===== config.mk =====
export PLATFORM = sky130hd
export DESIGN_NAME = bound_flasher_gen
export DESIGN_NICKNAME = d
export VERILOG_FILES = /design/src/rtl/bound_flasher_gen_pkg.sv /design/src/rtl/bound_flasher_gen_tick.sv /design/src/rtl/bound_flasher_gen.sv
export SDC_FILE = /design/constraint.sdc
export NUM_CORES = 1
export LEC_CHECK = 0
export ABC_CLOCK_PERIOD_IN_PS = 3150
export CORE_ASPECT_RATIO = 1.2
export CORE_MARGIN = 8
export CORE_UTILIZATION = 52
export CTS_BUF_LIST = sky130_fd_sc_hd__clkbuf_4 sky130_fd_sc_hd__clkbuf_8 sky130_fd_sc_hd__clkbuf_16
export CTS_CLUSTER_DIAMETER = 100
export DETAILED_ROUTE_END_ITERATION = 12
export PLACE_DENSITY_LB_ADDON = 0.25
export SYNTH_ARGS = -nofsm -noshare
export SYNTH_HDL_FRONTEND = slang
export SYNTH_SLANG_ARGS = --single-unit

===== constraint.sdc =====
create_clock -name clk -period 3.15 [get_ports clk]
set_input_delay 0.315 -clock clk [delete_from_list [all_inputs] [get_ports clk]]
set_output_delay 0.315 -clock clk [all_outputs]
set_load 0.02 [all_outputs]

===== src/rtl/bound_flasher_gen_pkg.sv =====
// Shared state encoding, bound-target selection and parameter legality helpers
// for the bound flasher.
package bound_flasher_pkg;

  localparam logic [2:0] ST_IDLE    = 3'd0;
  localparam logic [2:0] ST_UP_FULL = 3'd1;
  localparam logic [2:0] ST_DN_A    = 3'd2;
  localparam logic [2:0] ST_UP_B    = 3'd3;
  localparam logic [2:0] ST_DN_ZERO = 3'd4;
  localparam logic [2:0] ST_UP_C    = 3'd5;
  localparam logic [2:0] ST_DN_END  = 3'd6;

  function automatic int target_of(input logic [2:0] st, input int width, input int lo_a,
                                   input int hi_b, input int hi_c);
    case (st)
      ST_UP_FULL: return width;
      ST_DN_A:    return lo_a;
      ST_UP_B:    return hi_b;
      ST_UP_C:    return hi_c;
      default:    return 0;
    endcase
  endfunction

  function automatic logic is_up(input logic [2:0] st);
    return (st == ST_UP_FULL) || (st == ST_UP_B) || (st == ST_UP_C);
  endfunction

  function automatic logic params_legal(input int width, input int lo_a, input int hi_b,
                                        input int hi_c, input int step_div);
    return (lo_a >= 1) && (lo_a <= width - 1) &&
           (hi_b >= lo_a + 1) && (hi_b <= width) &&
           (hi_c >= 1) && (hi_c <= width) &&
           (step_div >= 1);
  endfunction

endpackage


===== src/rtl/bound_flasher_gen_tick.sv =====
// Step-rate prescaler: one tick every STEP_DIV enabled cycles; the count is
// frozen while hold is high and cleared whenever the sequencer is idle.
module bf_tick_gen #(
  parameter int STEP_DIV = 1
) (
  input  logic clk,
  input  logic rst,
  input  logic en,
  input  logic hold,
  output logic tick
);

  localparam int CW = (STEP_DIV > 1) ? $clog2(STEP_DIV) : 1;
  localparam logic [CW-1:0] LAST = CW'(STEP_DIV - 1);

  logic [CW-1:0] cnt;

  assign tick = en && !hold && (cnt == LAST);

  always_ff @(posedge clk or negedge rst) begin
    if (!rst) begin
      cnt <= '0;
    end else if (!en) begin
      cnt <= '0;
    end else if (!hold) begin
      cnt <= (cnt == LAST) ? '0 : cnt + CW'(1);
    end
  end

endmodule


===== src/rtl/bound_flasher_gen.sv =====
// Bound flasher: walks a thermometer LED bar through six up/down phases with
// programmable bounds, a step prescaler and capped flick kickbacks.
//
// state      | meaning
// IDLE       | waiting for flick, bar dark
// UP_FULL    | climb to WIDTH
// DN_A       | fall to LO_A, may kick back to UP_FULL
// UP_B       | climb to HI_B
// DN_ZERO    | fall to 0, may kick back to UP_B
// UP_C       | climb to HI_C
// DN_END     | fall to 0, then run_done
module bound_flasher_gen
  import bound_flasher_pkg::*;
#(
  parameter int WIDTH       = 16,
  parameter int LO_A        = 6,
  parameter int HI_B        = 11,
  parameter int HI_C        = 6,
  parameter int STEP_DIV    = 1,
  parameter int SYNC_STAGES = 2,
  parameter int MAX_KB      = 0,
  parameter int REPEAT      = 0
) (
  input  logic             clk,
  input  logic             rst,
  input  logic             flick,
  input  logic             hold,
  output logic [WIDTH-1:0] led,
  output logic             busy,
  output logic             dir_up,
  output logic             kick_pulse,
  output logic             run_done
);

  localparam int NW = $clog2(WIDTH + 1);
  localparam int KW = (MAX_KB > 0) ? $clog2(MAX_KB + 1) : 1;

  if (!params_legal(WIDTH, LO_A, HI_B, HI_C, STEP_DIV)) begin : g_illegal
    $error("bound_flasher_gen: illegal LO_A/HI_B/HI_C/STEP_DIV combination");
  end

  logic flick_s, hold_s;

  if (SYNC_STAGES == 0) begin : g_nosync
    assign flick_s = flick;
    assign hold_s  = hold;
  end else begin : g_sync
    logic [SYNC_STAGES-1:0] fsync, hsync;
    always_ff @(posedge clk or negedge rst) begin
      if (!rst) begin
        fsync <= '0;
        hsync <= '0;
      end else begin
        fsync <= SYNC_STAGES'({fsync, flick});
        hsync <= SYNC_STAGES'({hsync, hold});
      end
    end
    assign flick_s = fsync[SYNC_STAGES-1];
    assign hold_s  = hsync[SYNC_STAGES-1];
  end

  logic [2:0]       state, state_nxt;
  logic [NW-1:0]    n, n_nxt, tgt;
  logic [KW-1:0]    kb_cnt, kb_nxt;
  logic             pend, pend_nxt;
  logic             kick_nxt, done_nxt, kick_ok, tick;
  logic [WIDTH-1:0] led_nxt;

  assign busy   = (state != ST_IDLE);
  assign dir_up = is_up(state);

  bf_tick_gen #(.STEP_DIV(STEP_DIV)) u_tick (
    .clk  (clk),
    .rst  (rst),
    .en   (busy),
    .hold (hold_s),
    .tick (tick)
  );

  assign tgt     = NW'(target_of(state, WIDTH, LO_A, HI_B, HI_C));
  assign kick_ok = (flick_s || pend) && ((MAX_KB == 0) || (int'(kb_cnt) < MAX_KB));

  always_comb begin
    state_nxt = state;
    n_nxt     = n;
    kb_nxt    = kb_cnt;
    pend_nxt  = pend;
    kick_nxt  = 1'b0;
    done_nxt  = 1'b0;
    if ((state == ST_DN_A || state == ST_DN_ZERO) && flick_s) pend_nxt = 1'b1;
    if (state == ST_IDLE) begin
      if (flick_s) begin
        state_nxt = ST_UP_FULL;
        kb_nxt    = '0;
      end
    end else if (tick) begin
      // Bound compare comes first so n can never step past a target.
      if (n != tgt) begin
        n_nxt = dir_up ? n + NW'(1) : n - NW'(1);
      end else begin
        pend_nxt = 1'b0;
        case (state)
          ST_UP_FULL: state_nxt = ST_DN_A;
          ST_DN_A: begin
            if (kick_ok) begin
              state_nxt = ST_UP_FULL;
              kick_nxt  = 1'b1;
              if (MAX_KB != 0) kb_nxt = kb_cnt + KW'(1);
            end else begin
              state_nxt = ST_UP_B;
            end
          end
          ST_UP_B: state_nxt = ST_DN_ZERO;
          ST_DN_ZERO: begin
            if (kick_ok) begin
              state_nxt = ST_UP_B;
              kick_nxt  = 1'b1;
              if (MAX_KB != 0) kb_nxt = kb_cnt + KW'(1);
            end else begin
              state_nxt = ST_UP_C;
            end
          end
          ST_UP_C: state_nxt = ST_DN_END;
          ST_DN_END: begin
            done_nxt = 1'b1;
            if (REPEAT != 0) begin
              state_nxt = ST_UP_FULL;
              kb_nxt    = '0;
            end else begin
              state_nxt = ST_IDLE;
            end
          end
          default: state_nxt = ST_IDLE;
        endcase
      end
    end
  end

  always_comb begin
    led_nxt = '0;
    for (int i = 0; i < WIDTH; i++) led_nxt[i] = (i < int'(n_nxt));
  end

  always_ff @(posedge clk or negedge rst) begin
    if (!rst) begin
      state      <= ST_IDLE;
      n          <= '0;
      led        <= '0;
      kb_cnt     <= '0;
      pend       <= 1'b0;
      kick_pulse <= 1'b0;
      run_done   <= 1'b0;
    end else begin
      state      <= state_nxt;
      n          <= n_nxt;
      led        <= led_nxt;
      kb_cnt     <= kb_nxt;
      pend       <= pend_nxt;
      kick_pulse <= kick_nxt;
      run_done   <= done_nxt;
    end
  end

endmodule


# After elaboration in Yosys (flattened, before gate mapping)
# Cells that the tools add are included.
[word_totals]
wordCells = 81
inputBits = 4
regBits = 32
out_inout_bits = 20
[classes]
muxes = 28
magnitude_cmp = 16
bitwise_logic = 1
reduce_logical = 14
n_addsub = 3
eq_ne = 10
[op_table]
columns = ["op", "count"]
rows = [
  ["$lt 4x5->1 const A", 8],
  ["$lt 3x5->1 const A", 4],
  ["$mux 5", 4],
  ["$mux 1", 16],
  ["$mux 3", 5],
  ["$pmux 3 s5", 1],
  ["$pmux 5 s3", 1],
  ["$lt 1x5->1 const A", 2],
  ["$lt 2x5->1 const A", 2],
  ["$eq 3x3->1 const B", 3],
  ["$eq 3x2->1 const B", 2],
  ["$ne 2x2->1 const B", 3],
  ["$add 5x1->5 const B", 1],
  ["$ne 5x5->1", 1],
  ["$sub 5x1->5 const B", 1],
  ["$logic_or 1x1->1", 4],
  ["$reduce_or 2->1", 2],
  ["$eq 3x1->1 const B", 1],
  ["$logic_and 1x1->1", 3],
  ["$logic_not 3->1", 1],
  ["$reduce_and 3->1", 1],
  ["$reduce_bool 3->1", 1],
  ["$mux 2", 1],
  ["$reduce_bool 2->1", 1],
  ["other kinds (3)", 3],
]

# Longest topological paths before layout
# Gate-level depths: netlist of run 1.
[logic_depth]
word_depth = 8
depth_mapped = 12
depth_no_buf = 10

# Cells and area by module
# Synthesis of run 1 repeated with hierarchy kept, for this count alone.
[unflattened]
hier_cells = 135
hier_area_um2 = 1473.9
[by_module_without_submodules]
columns = ["module", "area_each_um2", "seq_area_each_um2", "instances", "cells_each"]
rows = [
  ["bound_flasher_gen", 1460.2, 750.7, 1, 134],
  ["bf_tick_gen", 13.8, 0.0, 1, 1],
]

# Least setup slack after synthesis of run 1
# Ideal clock, no wire load.
[synth_timing]
kind = "reg-to-reg"
startpoint = "register state[1]"
endpoint = "register led[9]"
path_buffers = 2
period_less_slack_ps = 2479
t_required_ps = 3015
setup_ps = 135
t_arrival_ps = 2343
setup_slack_ps = 671
path_stages_with_launch = 12
path_cell_list = "dfrtp_1 -> buf_2 -> nand2_1 -> and2_1 -> fa_1 -> nand2b_1 -> a21oi_1 -> xnor2_1 -> nand3_2 -> xor2_2 -> buf_6 -> o21ai_0"
[synth_between]
elab_chain_len = 8
word_cells_on_any_way = 18
cone_classes = "order compare (1); eq/ne (5); mux (5); reduce/logical (7)"
[synth_rtl]
columns = ["element", "line_no", "source"]
rows = [
  ["start: declaration", "bound_flasher_gen.sv:62", "logic [2:0] state, state_nxt;"],
  ["start signal: assignment", "bound_flasher_gen.sv:154", "state <= state_nxt;"],
  ["$eq 3x1->1 or $eq 3x2->1 (tied branches)", "bound_flasher_gen_pkg.sv:25", "return (st == ST_UP_FULL) || (st == ST_UP_B) || (st == ST_UP_C);"],
  ["$logic_or 1x1->1", "bound_flasher_gen_pkg.sv:25", ""],
  ["$logic_or 1x1->1 (*)", "bound_flasher_gen_pkg.sv:25", ""],
  ["net dir_up", "bound_flasher_gen.sv:30", "output logic dir_up,"],
  ["$mux 5 (*)", "bound_flasher_gen.sv:99", "n_nxt = dir_up ? n + NW'(1) : n - NW'(1);"],
  ["$mux 5 (*)", "bound_flasher_gen.sv:98", "if (n != tgt) begin"],
  ["$mux 5 (*)", "bound_flasher_gen.sv:96", "end else if (tick) begin"],
  ["$mux 5 (*)", "bound_flasher_gen.sv:91", "if (state == ST_IDLE) begin"],
  ["$lt 4x5->1 (*)", "bound_flasher_gen.sv:141", "for (int i = 0; i < WIDTH; i++) led_nxt[i] = (i < int'(n_nxt));"],
  ["net led_nxt[9]", "bound_flasher_gen.sv:67", "logic [WIDTH-1:0] led_nxt;"],
  ["end signal: assignment", "bound_flasher_gen.sv:156", "led <= led_nxt;"],
  ["end: declaration", "bound_flasher_gen.sv:28", "output logic [WIDTH-1:0] led,"],
]
# The timed path passes the listed nets; every way through them passes the cells marked *.
# A chain may end at the register's enable or synchronous reset.

# Worst setup path after layout of run 1
[layout_timing]
startpoint = "register state[1]"
endpoint = "register led[4]"
[layout_between]
elab_chain_len = 8
word_cells_on_any_way = 18
cone_classes = "order compare (1); eq/ne (5); mux (5); reduce/logical (7)"
[layout_rtl]
columns = ["element", "line_no"]
rows = [
  ["$eq 3x3->1, or another cell as far along", "bound_flasher_gen_pkg.sv:15, bound_flasher_gen_pkg.sv:25"],
  ["$reduce_or 2->1 (no source line) or $logic_or 1x1->1 (tied branches)", "n/a"],
  ["$pmux 5 s3 or $logic_or 1x1->1 (tied branches)", "bound_flasher_gen_pkg.sv:15, bound_flasher_gen_pkg.sv:25"],
  ["$ne 5x5->1 or $mux 5 (tied branches)", "bound_flasher_gen.sv:98, bound_flasher_gen.sv:99"],
  ["$mux 5", "bound_flasher_gen.sv:98"],
  ["$mux 5", "bound_flasher_gen.sv:96"],
  ["$mux 5 (*)", "bound_flasher_gen.sv:91"],
  ["$lt 3x5->1 (*)", "bound_flasher_gen.sv:141"],
  ["net led_nxt[4]", "bound_flasher_gen.sv:67"],
]
# Marked as above.

==> summary.txt, run 1 <==
Detailed routing
  • Pre-antenna DRT Iters: 4
  • # DRC: 0
  • Final ANT Viol Nets: 0
  • Wire per inst: 13.5 um
  • Drt first-iter violations: 35
  • Routed WL: 2760 um
  • Detailed-route via count: approximately 1100
  • Vias per cell: about 5.3

Clock network
  • Hold_buf cts: 0
  • Root Driver: clkbuf_4
  • Setup bufs post-CTS: 0
  • Reg clk slew, reported paths: 0.09 ns
  • Clock sinks: 30
  • H-tree levels: 2
  • CTS Buf Count: 5
  • Clock buffer depth: 2
  • # resized after CTS: 0
  • CTS tree: built
  • Clk_lat worst skew: roughly 0.32 ns

Die
  • Core Region: 2760 um2
  • Rows: 21
  • Initial core utilization: 54.0%
  • Die Y: between 70 and 80 um
  • Die width: 64.8 um
  • Ports: 24
  • Die area: 4840 um2

STA
  • Setup TNS: 0 ns
  • Clk_skew: slightly above 0.009 ns
  • Tightest Pin Transition: just over 0.6 ns
  • Final period util: around nine tenths
  • Minimum clock period: around 2.8 ns
  • Max Freq: about 350 MHz
  • Final Max Tran Viols: 0
  • RSZ-0062 raised after global routing: false
  • Slew headroom: 59.6%
  • # setup viols final: 0
  • Count of final hold-check violations: 0

Critical path
  • Max FO, Critical Path: 16
  • Setup crit end kind: flop
  • CP max stage delay: about 0.58 ns
  • Crit path required time: between 3 and 4 ns
  • Buf/Inv on CP: 0
  • CP max stage cell: dfrtp_1
  • CP Data Arrival Time: between 3 and 4 ns
  • CP Launch Type: flop
  • Critical path class: reg -> reg
  • Crit path max-delay family: XOR/XNOR gates
  • Cell Chain, Critical Path: nand2_1 -> and2_1 -> fa_1 -> nand2b_1 -> a21oi_1 -> xnor2_1 -> nand3_2 -> xor2_2 -> o211ai_1

Run status
  • Status: finished clean

Placement
  • Routability cong.: 0.954
  • Detailed Place HPWL: 2070 um
  • # port buffers: 23
  • Inst Count DP: between 150 and 200

Global route
  • First-pass GRT wire length: between 4000 and 5000 um
  • Initial antenna violation count: 0
  • Total Routing Usage GR: 12.4%
  • Vias in the first global route: 1040
  • Largest net degree at the start of global routing: 31
  • Total grt overflow: 0

Logic synthesis
  • Post-synthesis cell count: about 140
  • Avg Cell Area, Syn: 10.3 um2
  • YS warnings: 0
  • EDFF count, synth: 0
  • Synthesized cell area: between 1000 and 1500 um2
  • Yosys cell types: 40
  • Top FF cell, synth: dfrtp_1
  • Syn_nets: roughly 150
  • Yosys reg bits: 30
  • Seq/Total Area, Yosys: 50.4%
  • Asr flop ratio synth: 100%

Final layout
  • # diodes: 0
  • Syn-to-layout area delta: 21.9%
  • Layout cells sized above 1: 11.8%
  • Fin cells: approximately 200
  • Net count reported at finish: about 180

Job
  • Max-capacitance violation count: 0

Worst hold path
  • Worst min path class: reg -> reg
[sequential cells by signal, indices dropped and copies added, names as in the netlist]
name / cells
g_sync.fsync: 2
n: 4
state: 3
pend: 1
run_done: 1
kick_pulse: 1
led: 16
g_sync.hsync: 2
[layout by cell type (no fill, tap or decap), drive strengths merged, types with 2 or more instances in the layout]
cell type	count
nand2b	3
clkbuf	6
clkdlybuf4s50	23
ha	3
mux2	2
nand3	6
o211ai	2
o21ai	10
nand2	12
a21o	2
mux2i	5
nor2	16
inv	10
dfrtp	30
xor2	2
buf	3
xnor2	6
nand4b	2
nor3	3
a21oi	9
[through the flow]
step / hold WS [ns] / area, um2 / util [%] / setup slack (ns)
after detailed placement: 0.335 / 1730 / 62.9 / 0.329
after floorplan: 0.0194 / 1490 / - / 0.671
after CTS: 0.352 / 1820 / 65.8 / 0.318
after global placement: 0.332 / 1730 / 62.9 / 0.429
final: 0.351 / 1820 / 65.8 / 0.319
after global routing: 0.359 / 1820 / 65.8 / 0.0660
[final timing paths]
kind                                              to  cells past startpoint                 startpoint  slack (ns)
max                                 led[4]$_DFF_PN0_                      9       state[1]$_DFFE_PN0P_        0.32
min                        g_sync.fsync[1]$_DFF_PN0_                      0  g_sync.fsync[0]$_DFF_PN0_        0.35
max reg2reg                         led[4]$_DFF_PN0_                      9       state[1]$_DFFE_PN0P_        0.32
min reg2reg                g_sync.fsync[1]$_DFF_PN0_                      0  g_sync.fsync[0]$_DFF_PN0_        0.35
max in group asynchronous  g_sync.hsync[0]$_DFF_PN0_                      2                        rst        2.52
min in group asynchronous             pend$_DFF_PN0_                      2                        rst        0.36
[cells in the mapped netlist, types with 2 or more instances]
master,instances,area share [%]
o211ai_1,2,1.0
ha_1,3,2.5
buf_2,3,1.0
o21ai_0,9,3.0
a21oi_1,8,2.7
nand4b_1,2,1.2
mux2_2,2,1.5
nor2_1,16,4.0
nand2_1,11,2.8
dfrtp_1,30,50
a21o_1,2,1.0
nand2b_1,3,1.3
nor3_1,3,1.0
nand3_1,5,1.7
mux2i_1,5,3.4
buf_6,2,1.5
xnor2_1,6,3.5
inv_1,10,2.5
[metal layers]
metal  vias up  global-route usage (%)  wire (um)
li1        536                       -          -
met1       516                    13.5       1180
met2        25                    20.0       1340
met3         4                    5.95        195
met4         0                    6.31         39
met5         -                       0          0
[cell families (layout without fill, tap and decap cells)]
group | after synthesis | in the layout | share of synthesized area, %
DFF | 30 | 30 | 50.4
adders and majority gates | 4 | 4 | 3.87
muxes | 7 | 7 | 4.87
buffers and inverters | 17 | 43 | 5.88
and+or+nand+nor | 49 | 49 | 17.1
xor gates and xnor gates | 8 | 8 | 5.21
AOI/OAI and AO/OA | 29 | 29 | 12.6
[final cells by class]
class,count,area (um2)
Fill cell,226,943
Timing Repair Buffer,26,253
Clock inverter,1,30.0
Tap cell,34,42.5
Sequential cell,30,751
Clock buffer,6,51.3
Multi-Input combinational cell,97,651
Inverter,10,37.5
Power of run 1 is not shown: default switching activity piles up to over one toggle a cycle in this logic, so the estimate is an artifact.
==> inputs of run 2 (changes only) <==
--- a/config.mk
+++ b/config.mk
@@ -5,7 +5,6 @@
 export SDC_FILE = /design/constraint.sdc
 export NUM_CORES = 1
 export LEC_CHECK = 0
-export ABC_CLOCK_PERIOD_IN_PS = 3150
 export CORE_ASPECT_RATIO = 1.2
 export CORE_MARGIN = 8
 export CORE_UTILIZATION = 52
==> results of run 2 <==
The final DEF is identical to that of run 1; final timing and power are the same.
Power of run 2 is left out for the same reason.
==> inputs of run 3 (changes only) <==
--- a/config.mk
+++ b/config.mk
@@ -5,6 +5,7 @@
 export SDC_FILE = /design/constraint.sdc
 export NUM_CORES = 1
 export LEC_CHECK = 0
+export ABC_CLOCK_PERIOD_IN_PS = 3150
 export CORE_ASPECT_RATIO = 1.2
 export CORE_MARGIN = 8
 export CORE_UTILIZATION = 52
==> results of run 3 <==
The final DEF is identical to that of run 1; final timing and power are the same.
Power of run 3 is left out for the same reason.
